### src/rtl/l1_gain_pkg.sv
// Shared definitions for the layer-1 apical gain array: sweep FSM state,
// fixed-point gain constants, default input weights and saturation helpers.
package l1_gain_pkg;

  typedef enum logic [1:0] {
    ST_IDLE = 2'd0,
    ST_LOAD = 2'd1,
    ST_RUN  = 2'd2,
    ST_DONE = 2'd3
  } state_e;

  // Q.14 fixed point: 1.0 = 16384
  localparam int ONE      = 16384;
  localparam int HALF     = 8192;
  localparam int GAIN_MAX = 24576;
  // Target drive limit (+/-0.75)
  localparam int TGT_LIM  = 12288;

  // Default input weights (0.2 / 0.3 / 0.2)
  localparam int W_MAT_DEF = 3277;
  localparam int W_FB1_DEF = 4915;
  localparam int W_FB2_DEF = 3277;

  function automatic int sat_int(int x, int lo, int hi);
    if (x > hi) return hi;
    if (x < lo) return lo;
    return x;
  endfunction

  // Clamp x to the range of a w-bit two's-complement value
  function automatic int sat_width(int x, int w);
    int hi = (1 << (w - 1)) - 1;
    int lo = -(1 << (w - 1));
    return sat_int(x, lo, hi);
  endfunction

endpackage

### src/rtl/sst_leaky_integ.sv
// One step of a first-order leaky integrator:
//   next = sat(state + ((target - state) >>> SHIFT))
// Purely combinational; the caller owns the state registers.
module sst_leaky_integ
  import l1_gain_pkg::*;
#(
  parameter int WIDTH = 18,
  parameter int SHIFT = 7
) (
  input  logic signed [WIDTH-1:0] i_target,
  input  logic signed [WIDTH-1:0] i_state,
  output logic signed [WIDTH-1:0] o_next
);

  // One extra bit so the difference of two full-range samples cannot wrap
  logic signed [WIDTH:0] w_diff;
  logic signed [WIDTH:0] w_step;

  assign w_diff = (WIDTH + 1)'(i_target) - (WIDTH + 1)'(i_state);
  // Arithmetic shift floors toward -inf: falling steps never stall at -0
  assign w_step = w_diff >>> SHIFT;
  assign o_next = WIDTH'(sat_width(int'(i_state) + int'(w_step), WIDTH));

endmodule

### src/rtl/layer1_gain_array.sv
// Layer-1 apical gain array. Each clk_en tick starts a sweep that snapshots
// all inputs, then updates one channel per clock through a single shared
// leaky-integrator datapath. gain = 1.0 + sst, clamped to [0.5, 1.5].
// Optional feature macro: L1_VIP_DISINHIBIT_EN adds a faster per-channel VIP
// state driven by attn_in that contributes half its value to the gain.
module layer1_gain_array
  import l1_gain_pkg::*;
#(
  parameter int WIDTH     = 18,
  parameter int FRAC      = 14,
  parameter int NCH       = 4,
  parameter int TAU_SHIFT = 7,
  parameter int W_MAT     = W_MAT_DEF,
  parameter int W_FB1     = W_FB1_DEF,
  parameter int W_FB2     = W_FB2_DEF
) (
  input  logic                 clk,
  input  logic                 rst,
  input  logic                 clk_en,
  input  logic [NCH*WIDTH-1:0] matrix_in,
  input  logic [NCH*WIDTH-1:0] fb1_in,
  input  logic [NCH*WIDTH-1:0] fb2_in,
  input  logic [NCH*WIDTH-1:0] attn_in,
  output logic [NCH*WIDTH-1:0] gain_out,
  output logic [NCH*WIDTH-1:0] sst_out,
  output logic [NCH*WIDTH-1:0] vip_out,
  output logic                 sweep_done,
  output logic                 overrun
);

  localparam int CH_W = (NCH > 1) ? $clog2(NCH) : 1;
  localparam int PW   = 2 * WIDTH;
  localparam int SW   = WIDTH + 2;

  localparam logic signed [WIDTH-1:0] W_MAT_S = WIDTH'(W_MAT);
  localparam logic signed [WIDTH-1:0] W_FB1_S = WIDTH'(W_FB1);
  localparam logic signed [WIDTH-1:0] W_FB2_S = WIDTH'(W_FB2);

  // Full-precision product, rescaled, kept to the sum width
  function automatic logic signed [SW-1:0] wterm(logic signed [WIDTH-1:0] x,
                                                 logic signed [WIDTH-1:0] w);
    logic signed [PW-1:0] p;
    p = PW'(x) * PW'(w);
    p = p >>> FRAC;
    return SW'(p);
  endfunction

  state_e                  r_state;
  logic [CH_W-1:0]         r_ch;
  logic                    r_overrun;
  logic [NCH*WIDTH-1:0]    r_snap_mat;
  logic [NCH*WIDTH-1:0]    r_snap_fb1;
  logic [NCH*WIDTH-1:0]    r_snap_fb2;
  logic signed [WIDTH-1:0] r_sst  [NCH];
  logic signed [WIDTH-1:0] r_gain [NCH];

  logic signed [WIDTH-1:0] w_mat_ch, w_fb1_ch, w_fb2_ch;
  logic signed [SW-1:0]    w_sum;
  logic signed [WIDTH-1:0] w_target;
  logic signed [WIDTH-1:0] w_sst_next;
  logic signed [WIDTH-1:0] w_sst_eff;
  logic signed [WIDTH-1:0] w_gain;

  // Select the snapshot of the channel being processed this cycle
  assign w_mat_ch = $signed(r_snap_mat[r_ch*WIDTH +: WIDTH]);
  assign w_fb1_ch = $signed(r_snap_fb1[r_ch*WIDTH +: WIDTH]);
  assign w_fb2_ch = $signed(r_snap_fb2[r_ch*WIDTH +: WIDTH]);

  assign w_sum    = wterm(w_mat_ch, W_MAT_S) + wterm(w_fb1_ch, W_FB1_S)
                  + wterm(w_fb2_ch, W_FB2_S);
  assign w_target = WIDTH'(sat_int(int'(w_sum), -TGT_LIM, TGT_LIM));

  sst_leaky_integ #(
    .WIDTH (WIDTH),
    .SHIFT (TAU_SHIFT)
  ) u_sst (
    .i_target (w_target),
    .i_state  (r_sst[r_ch]),
    .o_next   (w_sst_next)
  );

  // Gain uses the freshly updated state so it lands on the same edge
  assign w_gain = WIDTH'(sat_int(ONE + int'(w_sst_eff), HALF, GAIN_MAX));

  // Sweep sequencer, input snapshot and sticky overrun flag
  // NOTE: every clocked block uses non-blocking assignments so all registers
  // update from pre-edge values and simulation matches the synthesized flops.
  always_ff @(posedge clk or posedge rst) begin
    if (rst) begin
      r_state    <= ST_IDLE;
      r_ch       <= '0;
      r_overrun  <= 1'b0;
      r_snap_mat <= '0;
      r_snap_fb1 <= '0;
      r_snap_fb2 <= '0;
    end else begin
      if (clk_en && (r_state != ST_IDLE)) r_overrun <= 1'b1;
      case (r_state)
        ST_IDLE: if (clk_en) r_state <= ST_LOAD;
        ST_LOAD: begin
          r_snap_mat <= matrix_in;
          r_snap_fb1 <= fb1_in;
          r_snap_fb2 <= fb2_in;
          r_ch       <= '0;
          r_state    <= ST_RUN;
        end
        ST_RUN: begin
          if (r_ch == CH_W'(NCH - 1)) r_state <= ST_DONE;
          else                        r_ch    <= r_ch + 1'b1;
        end
        ST_DONE: r_state <= ST_IDLE;
        default: r_state <= ST_IDLE;
      endcase
    end
  end

  // Per-channel SST and gain write-back, one channel per RUN cycle
  // NOTE: the per-channel state arrays are reset explicitly because gain must
  // come out of reset at exactly 1.0 and the integrators at exactly zero.
  always_ff @(posedge clk or posedge rst) begin
    if (rst) begin
      for (int k = 0; k < NCH; k++) begin
        r_sst[k]  <= '0;
        r_gain[k] <= WIDTH'(ONE);
      end
    end else if (r_state == ST_RUN) begin
      r_sst[r_ch]  <= w_sst_next;
      r_gain[r_ch] <= w_gain;
    end
  end

`ifdef L1_VIP_DISINHIBIT_EN
  logic [NCH*WIDTH-1:0]    r_snap_attn;
  logic signed [WIDTH-1:0] r_vip [NCH];
  logic signed [WIDTH-1:0] w_attn_ch;
  logic signed [WIDTH-1:0] w_vip_next;

  assign w_attn_ch = $signed(r_snap_attn[r_ch*WIDTH +: WIDTH]);

  // VIP tracks attention four times faster than the SST state
  sst_leaky_integ #(
    .WIDTH (WIDTH),
    .SHIFT (TAU_SHIFT - 2)
  ) u_vip (
    .i_target (w_attn_ch),
    .i_state  (r_vip[r_ch]),
    .o_next   (w_vip_next)
  );

  assign w_sst_eff = WIDTH'(sat_width(int'(w_sst_next) + (int'(w_vip_next) >>> 1), WIDTH));

  // Attention snapshot and per-channel VIP write-back
  always_ff @(posedge clk or posedge rst) begin
    if (rst) begin
      r_snap_attn <= '0;
      for (int k = 0; k < NCH; k++) r_vip[k] <= '0;
    end else if (r_state == ST_LOAD) begin
      r_snap_attn <= attn_in;
    end else if (r_state == ST_RUN) begin
      r_vip[r_ch] <= w_vip_next;
    end
  end

  for (genvar k = 0; k < NCH; k++) begin : g_vip_out
    assign vip_out[k*WIDTH +: WIDTH] = r_vip[k];
  end
`else
  logic w_unused_attn;

  assign w_unused_attn = ^attn_in;
  assign w_sst_eff     = w_sst_next;
  assign vip_out       = '0;
`endif

  for (genvar k = 0; k < NCH; k++) begin : g_out
    assign gain_out[k*WIDTH +: WIDTH] = r_gain[k];
    assign sst_out[k*WIDTH +: WIDTH]  = r_sst[k];
  end

  assign sweep_done = (r_state == ST_DONE);
  assign overrun    = r_overrun;

endmodule

### config.mk
export PLATFORM = sky130hd
export DESIGN_NAME = layer1_gain_array
export DESIGN_NICKNAME = d
export VERILOG_FILES = /design/src/rtl/l1_gain_pkg.sv /design/src/rtl/sst_leaky_integ.sv /design/src/rtl/layer1_gain_array.sv
export SDC_FILE = /design/constraint.sdc
export NUM_CORES = 2
export LEC_CHECK = 0
export CAP_MARGIN = 20
export CORE_ASPECT_RATIO = 1.5
export CORE_UTILIZATION = 35
export CTS_CLUSTER_SIZE = 30
export DETAILED_ROUTE_END_ITERATION = 8
export HOLD_SLACK_MARGIN = 0.03
export PLACE_DENSITY = 0.58
export SETUP_SLACK_MARGIN = 0.2
export SYNTH_ARGS = -nofsm -noshare
export SYNTH_HDL_FRONTEND = slang
export SYNTH_SLANG_ARGS = --single-unit
### constraint.sdc
create_clock -name clk -period 43.4 [get_ports clk]
set_input_delay 13.02 -clock clk [delete_from_list [all_inputs] [get_ports clk]]
set_output_delay 13.02 -clock clk [all_outputs]
set_load 0.1 [all_outputs]
# Word level (Yosys, flattened, before mapping)
# Cells that the tools add are included.
# W data, S select, Z words.
dict set report op_classes {
  eq_ne 7
  bitwise_logic 1
  shifts 3
  multipliers 4
  magnitude_cmp 8
  addsub 6
  n_reduce_logical 7
  muxes 33
}
# operator n
set ops {}
lappend ops {{$shiftx A72 B8 Y18} 3}
lappend ops {{$mux W18} 11}
lappend ops {{$bwmux W72} 2}
lappend ops {{$mul A18 B13 Y31 const B} 2}
lappend ops {{$bmux W18 S2} 1}
lappend ops {{$demux W18 S2} 1}
lappend ops {{$mul A18 B14 Y32 const B} 1}
lappend ops {{$mux W15} 2}
lappend ops {{$add A19 B17 Y20} 1}
lappend ops {{$gt A20 B15 Y1 const B} 1}
lappend ops {{$lt A20 B15 Y1 const B} 1}
lappend ops {{$add A16 B18 Y19 const A} 1}
lappend ops {{$add A17 B18 Y19} 1}
lappend ops {{$add A18 B12 Y19} 1}
lappend ops {{$gt A19 B16 Y1 const B} 1}
lappend ops {{$gt A19 B18 Y1 const B} 1}
lappend ops {{$lt A19 B15 Y1 const B} 1}
lappend ops {{$lt A19 B18 Y1 const B} 1}
lappend ops {{$sub A18 B18 Y19} 1}
lappend ops {{$mux W17} 1}
lappend ops {{$mux W14} 1}
lappend ops {{$mux W1} 9}
lappend ops {{$pmux W2 S4} 1}
lappend ops {{$eq A2 B2 Y1 const B} 3}
lappend ops {{other kinds (13)} 20}
dict set report word_totals {
  ff_bits 365
  input_bits 291
  out_inout_bits 218
}

# Logic depth before layout (Yosys ltp)
dict set report depth {
  word_depth 24
  depth_mapped 73
  depth_no_buf 62
}

# By module
# Synthesis repeated with hierarchy kept, for this count alone.
dict set report hier_totals {
  hier_cells 2892
  area_unflattened_um2 31771.7
}
# mod area_per_inst_um2 cells_per_inst instances
set modules_own_cells {}
lappend modules_own_cells {layer1_gain_array 29739.8 2615 1}
lappend modules_own_cells {sst_leaky_integ 2031.9 277 1}

# Least setup slack after synthesis
# Ideal clock, no wire load.
dict set report synth_timing {
  path_type {flip-flop to flip-flop}
  from {register r_ch[0]}
  to {register r_gain (netlist bit gain_out[57])}
  synth_period_minus_slack_ns 16.771
  path_stages_with_launch 71
  arrival_ns 16.637
  t_required_ns 43.265
  slack_ns 26.629
  setup_time_ns 0.135
  cell_sequence {dfrtp_1 -> clkbuf_1 -> buf_1 -> buf_1 -> clkbuf_1 -> mux4_2 -> ha_1 -> ha_1 -> inv_1 -> fa_1 -> inv_1 -> fa_1 -> fa_1 -> inv_1 -> fa_1 -> inv_1 -> ha_1 -> a21o_1 -> [35 not listed] -> a21oi_1 -> a21oi_1 -> nor3_1 -> nand2b_1 -> a21o_1 -> clkbuf_1 -> nand2_1 -> a21oi_1 -> inv_1 -> ha_1 -> a2111oi_0 -> a31o_2 -> a21oi_1 -> or4b_4 -> nand3_2 -> buf_6 -> buf_6 -> o31ai_1}
}
dict set report synth_between {
  elab_chain_len 24
  word_cells_on_any_way 48
  cone_classes {5 x add/sub; 4 x mul; 8 x order compare; 3 x shift; 26 x mux; 1 x bitwise; 1 x reduce/logical}
}
# item line
set synth_lines {}
lappend synth_lines {{from (decl)} layer1_gain_array.sv:49} ;# logic [CH_W-1:0] r_ch;
lappend synth_lines {{from (signal assigned)} layer1_gain_array.sv:109} ;# else r_ch <= r_ch + 1'b1;
lappend synth_lines {{$mul A2 B4 Y6} {layer1_gain_array.sv:65, layer1_gain_array.sv:66, layer1_gain_array.sv:67}}
lappend synth_lines {{$shiftx A72 B8 Y18, on equally long branches} {layer1_gain_array.sv:65, layer1_gain_array.sv:66}}
lappend synth_lines {{$mul A18 B13 Y31 / $mul A18 B14 Y32 (equally long branches)} layer1_gain_array.sv:43} ;# p = PW'(x) * PW'(w);
lappend synth_lines {{$add A17 B18 Y19} layer1_gain_array.sv:69} ;# assign w_sum = wterm(w_mat_ch, W_MAT_S) + wterm(w_fb1_ch, W_FB1_S)
lappend synth_lines {{$add A19 B17 Y20} layer1_gain_array.sv:70} ;# + wterm(w_fb2_ch, W_FB2_S);
lappend synth_lines {{$lt A20 B15 Y1 / $gt A20 B15 Y1 (equally long branches)} {l1_gain_pkg.sv:26, l1_gain_pkg.sv:25}}
lappend synth_lines {{$mux W1 / $mux W14 (equally long branches)} {l1_gain_pkg.sv:26, l1_gain_pkg.sv:25}}
lappend synth_lines {{$mux W1 / $mux W18 (equally long branches)} l1_gain_pkg.sv:26} ;# if (x < lo) return lo;
lappend synth_lines {{[8 not listed]} n/a}
lappend synth_lines {{$mux W18 (*)} l1_gain_pkg.sv:26}
lappend synth_lines {{named net u_sst.o_next[15]} sst_leaky_integ.sv:12} ;# output logic signed [WIDTH-1:0] o_next
lappend synth_lines {{$add A16 B18 Y19 (*)} layer1_gain_array.sv:83} ;# assign w_gain = WIDTH'(sat_int(ONE + int'(w_sst_eff), HALF, GAIN_MAX));
lappend synth_lines {{$lt A19 B15 Y1} l1_gain_pkg.sv:26}
lappend synth_lines {{$mux W1 (2 in series)} l1_gain_pkg.sv:26}
lappend synth_lines {{$mux W18} l1_gain_pkg.sv:27} ;# return x;
lappend synth_lines {{$mux W18 (*)} l1_gain_pkg.sv:26}
lappend synth_lines {{$bwmux W72 (*)} layer1_gain_array.sv:128} ;# r_gain[r_ch] <= w_gain;
lappend synth_lines {{to (signal, indexed assignment)} layer1_gain_array.sv:124} ;# r_gain[k] <= WIDTH'(ONE);
lappend synth_lines {{to (signal, indexed assignment)} layer1_gain_array.sv:128}
lappend synth_lines {{to (decl)} layer1_gain_array.sv:55} ;# logic signed [WIDTH-1:0] r_gain [NCH];
# Mark *: on every way through the listed nets, which the timed path passes. The rest lies on a longest branch. The select of a mux whose other input is x is not followed.
# A chain may end at the register's enable or synchronous reset.

# Worst setup path after layout
dict set report layout_timing {
  from {register r_ch[0]}
  to {register r_gain (netlist bit gain_out[49])}
}
dict set report layout_between {
  elab_chain_len 24
  word_cells_on_any_way 49
  cone_classes {5 x add/sub; 4 x mul; 8 x order compare; 3 x shift; 27 x mux; 1 x bitwise; 1 x reduce/logical}
}
# item line
set layout_lines {}
lappend layout_lines {{$mul A2 B4 Y6} {layer1_gain_array.sv:65, layer1_gain_array.sv:66, layer1_gain_array.sv:67}}
lappend layout_lines {{$shiftx A72 B8 Y18, on equally long branches} {layer1_gain_array.sv:65, layer1_gain_array.sv:66}}
lappend layout_lines {{$mul A18 B13 Y31 / $mul A18 B14 Y32 (equally long branches)} layer1_gain_array.sv:43}
lappend layout_lines {{$add A17 B18 Y19} layer1_gain_array.sv:69}
lappend layout_lines {{$add A19 B17 Y20} layer1_gain_array.sv:70}
lappend layout_lines {{$lt A20 B15 Y1 / $gt A20 B15 Y1 (equally long branches)} {l1_gain_pkg.sv:26, l1_gain_pkg.sv:25}}
lappend layout_lines {{$mux W1 / $mux W14 (equally long branches)} {l1_gain_pkg.sv:26, l1_gain_pkg.sv:25}}
lappend layout_lines {{$mux W1 / $mux W18 (equally long branches)} l1_gain_pkg.sv:26}
lappend layout_lines {{[8 not listed]} n/a}
lappend layout_lines {{$mux W18} l1_gain_pkg.sv:26}
lappend layout_lines {{$add A16 B18 Y19} layer1_gain_array.sv:83}
lappend layout_lines {{$gt A19 B16 Y1 / $lt A19 B15 Y1 (equally long branches)} {l1_gain_pkg.sv:25, l1_gain_pkg.sv:26}}
lappend layout_lines {{$mux W15 / $mux W1 (equally long branches)} {l1_gain_pkg.sv:25, l1_gain_pkg.sv:26}}
lappend layout_lines {{$mux W15 / $mux W1 (equally long branches)} l1_gain_pkg.sv:26}
lappend layout_lines {{$mux W18} l1_gain_pkg.sv:27}
lappend layout_lines {{$mux W18} l1_gain_pkg.sv:26}
lappend layout_lines {{$bwmux W72 (*)} layer1_gain_array.sv:128}
# Every way passes the cells marked *; elsewhere a longest branch is shown, timed or not. The select of a mux whose other input is x is not followed.

==> flow_summary.rst <==
.. list-table::
   :header-rows: 1

   * - Metric
     - Value
   * - Final setup viols
     - 0
   * - Startpoint type of the worst setup path
     - register
   * - IO Port Bufs
     - between 300 and 400
   * - Final-report hold violation count
     - 0
   * - Yosys warns
     - 0
   * - Routed wirelength normalized by instance count
     - 18.05 µm
   * - Summed area of non-filler cells in the final layout
     - between 30,000 and 40,000 µm²
   * - Detailed Route Iter0 Violations
     - 742
   * - Pin count of the biggest net entering global routing
     - approximately 110
   * - Number of cells produced by synthesis
     - ~3k
   * - Ratio of final minimum period to clock period
     - 0.4381
   * - Mean area per synthesized cell
     - about 11 µm²
   * - Worst-path fanout max
     - 40
   * - Async set or reset register ratio after synthesis
     - 1.000
   * - Number of vias after detailed routing
     - ~22k
   * - Reg2Reg Setup Slack
     - between 20 and 25 ns
   * - Total Negative Setup Slacks
     - 0 ns
   * - Crit path capture
     - gain_out[49]
   * - Achievable Freq
     - approximately 53 MHz
   * - Clock tree from TritonCTS
     - built
   * - Depth of the worst register-to-register path
     - 62
   * - TritonCTS sink count
     - 365
   * - Core outline area
     - roughly 89,000 µm²
   * - Placed standard-cell area
     - between 30,000 and 40,000 µm²
   * - Clk root buf
     - clkbuf_16
   * - Maximum buffer depth of the clock tree
     - 3
   * - Result of the run
     - finished with violations
   * - Delay of the slowest critical-path stage
     - about 0.86 ns
   * - Aggregate routed wire length
     - roughly 81 mm
   * - Worst path required time
     - 43.87 ns
   * - Width of the die
     - about 250 µm
   * - Cts repair resizes
     - 0
   * - Worst-path clk slew
     - 0.06 ns
   * - Std cell rows
     - 134
   * - Die area
     - between 90,000 and 100,000 µm²
   * - Count of cell instances traversed by the critical path
     - 62
   * - Primary FF master, synth
     - dfrtp_1
   * - Shortest period the worst path allows
     - around 19 ns
   * - Critical path launch point
     - r_ch[0]
   * - 1st-pass router iterations
     - 9
   * - Top Ports
     - 509
   * - Max_slew headroom
     - 0.2288
   * - Failing checks
     - DRC
   * - Source-to-sink clock delay at the later pin of the worst-skew pair
     - roughly 0.60 ns
   * - Number of antenna-violating nets in the routed design
     - 0
   * - Critical path data arrival time
     - roughly 19 ns
   * - Max-cap violations
     - 0
   * - Nets@finish
     - 4,198
   * - Dpl hpwl
     - about 65 mm
   * - Aggregate global routing overflow
     - 0
   * - Post-synthesis to final-layout area growth
     - 18.94%
   * - Ratio of cells with drive above 1 in the final layout
     - 0.1254
   * - Area of the mapped netlist
     - roughly 32,000 µm²
   * - Sort of element at the end of the critical path
     - register
   * - Crit path max-delay family
     - compound AO/OA/AOI/OAI gates
   * - Clk_skew
     - about 0.025 ns
   * - Max-slew violation count
     - 0
   * - Routability congestion estimate
     - 0.8290
   * - Launching point of the worst reg2reg path
     - r_ch[0]
   * - Y dimension of the die
     - about 370 µm
   * - Cell variety after synth
     - 82
   * - #FFs+latches synth
     - 365
   * - Type of the worst setup path
     - reg -> reg
   * - Initial Util
     - 0.3545
   * - R2r endpoint
     - gain_out[49]
   * - HP Class
     - reg -> reg
   * - Global-route wire length before repair
     - ~130 mm
   * - Post-CTS Hold Fix Bufs
     - 0
   * - Slowest cell on the critical path
     - dfrtp_4
   * - Via count of the first global-routing pass
     - about 23k
   * - Antenna violations before repair
     - 5
   * - Worst path most repeated cell
     - ha_1
   * - Number of setup buffers added after CTS
     - 0
   * - Sequential share of the synthesized area
     - 0.2890
   * - Layout filler cell count
     - approximately 8.7k
   * - Total track usage
     - 0.1816
   * - Number of buffers added by the clock tree synthesis step
     - 42
   * - Least-Margin Pin Slew
     - around 1.1 ns
   * - Number of enable flip-flop cells after synthesis
     - 0
   * - Count of H-tree levels built during CTS
     - 2
   * - DRC violations left
     - 13
   * - Post-DR vias/cell
     - 4.816
   * - Setup repair after global routing missed its margin
     - no
   * - Worst path bufs/invs
     - 7
==> cells in the final DEF (no fill, tap or decap), types with 8 or more instances in the layout <==
master and count:
o211ai_1 8, a21o_1 42, clkbuf_8 10, nand2_1 191
ha_1 336, conb_1 72, nor3_1 29, fa_1 249
mux2_2 221, or2_2 11, dfrtp_1 359, nor2_1 68
clkdlybuf4s50_1 364, o21bai_1 10, o21ai_0 147, clkbuf_16 42
mux4_2 73, nor2b_1 14, and2_1 14, nand3_1 16
nand4_1 13, xnor2_1 68, a31oi_1 8, o21ai_1 10
a211oi_1 9, buf_4 17, inv_1 566, o31ai_1 50
and3_1 15, xor2_1 48, nand2b_1 22, o21a_1 24
clkbuf_1 8, a21oi_1 85
==> layout make-up <==
| class | count | area, µm² | area share |
|---|---|---|---|
| Tap cell | 1156 | 1446 | 0.03845 |
| Multi-Input combinational cell | 1962 | 19710 | 0.5240 |
| Clock inverter | 12 | 153.9 | 0.004091 |
| Timing Repair Buffer | 382 | 3799 | 0.1010 |
| Inverter | 568 | 2140 | 0.05688 |
| Sequential cell | 365 | 9146 | 0.2432 |
| Antenna cell | 1 | 2.502 | 0.00006653 |
| Clock buffer | 60 | 1219 | 0.03240 |
==> layer usage <==
metal,track usage,up-vias,part of all wire
li1,-,10468,-
met1,0.2048,10715,0.38
met2,0.3334,403,0.53
met3,0.03586,109,0.049
met4,0.06689,6,0.036
met5,0,-,0.00046
==> sequential cells by signal, summed over array words and instances (netlist names) <==
name	cells
r_snap_fb2	72
overrun	1
r_ch	2
r_snap_fb1	72
sst_out	72
r_snap_mat	72
r_state	2
gain_out	72
==> worst min-delay path: stages, from the launching register on <==
cell	delay [ns]
dfrtp_1	0.34
nand2_1	0.05
o31ai_1	0.05
==> per-stage QoR <==
stage	std cells	util	hold WS (ns)	setup WS, ns
finish	4506	0.4217	0.4719	24.39
global route	4506	0.4217	0.4963	22.81
CTS	4504	0.4214	0.4783	23.83
detailed placement	4432	0.4060	0.4646	23.87
global placement	4432	0.4060	0.4585	23.85
floorplan	3063	-	0.4750	20.25
==> kinds of logic (layout without fill, tap and decap cells) <==
logic type      Yosys count  after routing  share of synthesized area
compound gates          453            453                    0.09223
xor+xnor                117            117                    0.03264
fa+ha+maj               592            592                     0.2929
buf+inv                 736           1022                    0.09693
flops                   365            365                     0.2890
mux                     300            300                     0.1326
other cells               1             73                  0.0001186
simple gates            428            428                    0.06366
==> synthesized netlist by cell type, types with 50 or more instances <==
| cell | count | share of area |
|---|---|---|
| nand2_1 | 195 | 0.023 |
| o31ai_1 | 50 | 0.012 |
| a21oi_1 | 85 | 0.013 |
| inv_1 | 567 | 0.067 |
| clkbuf_1 | 76 | 0.0090 |
| xnor2_1 | 68 | 0.019 |
| buf_4 | 73 | 0.017 |
| o21ai_0 | 148 | 0.023 |
| nor2_1 | 68 | 0.0081 |
| mux2_2 | 221 | 0.079 |
| fa_1 | 249 | 0.16 |
| mux4_2 | 73 | 0.052 |
| ha_1 | 337 | 0.13 |
| dfrtp_1 | 361 | 0.29 |
==> worst min-delay path by stage <==
stage | startpoint | to | slack [ns] | depth (start not counted)
3_3_place_gp | overrun | overrun | 0.46 | 1
2_1_floorplan | r_snap_fb2[53] | r_snap_fb2[53] | 0.47 | 1
6_report | gain_out[24] | gain_out[24] | 0.47 | 2
4_1_cts | gain_out[24] | gain_out[24] | 0.48 | 2
5_1_grt | gain_out[44] | gain_out[44] | 0.50 | 2
3_5_place_dp | overrun | overrun | 0.46 | 1
Power is not shown: default switching activity piles up to over one toggle a cycle in this logic, so the estimate is an artifact.
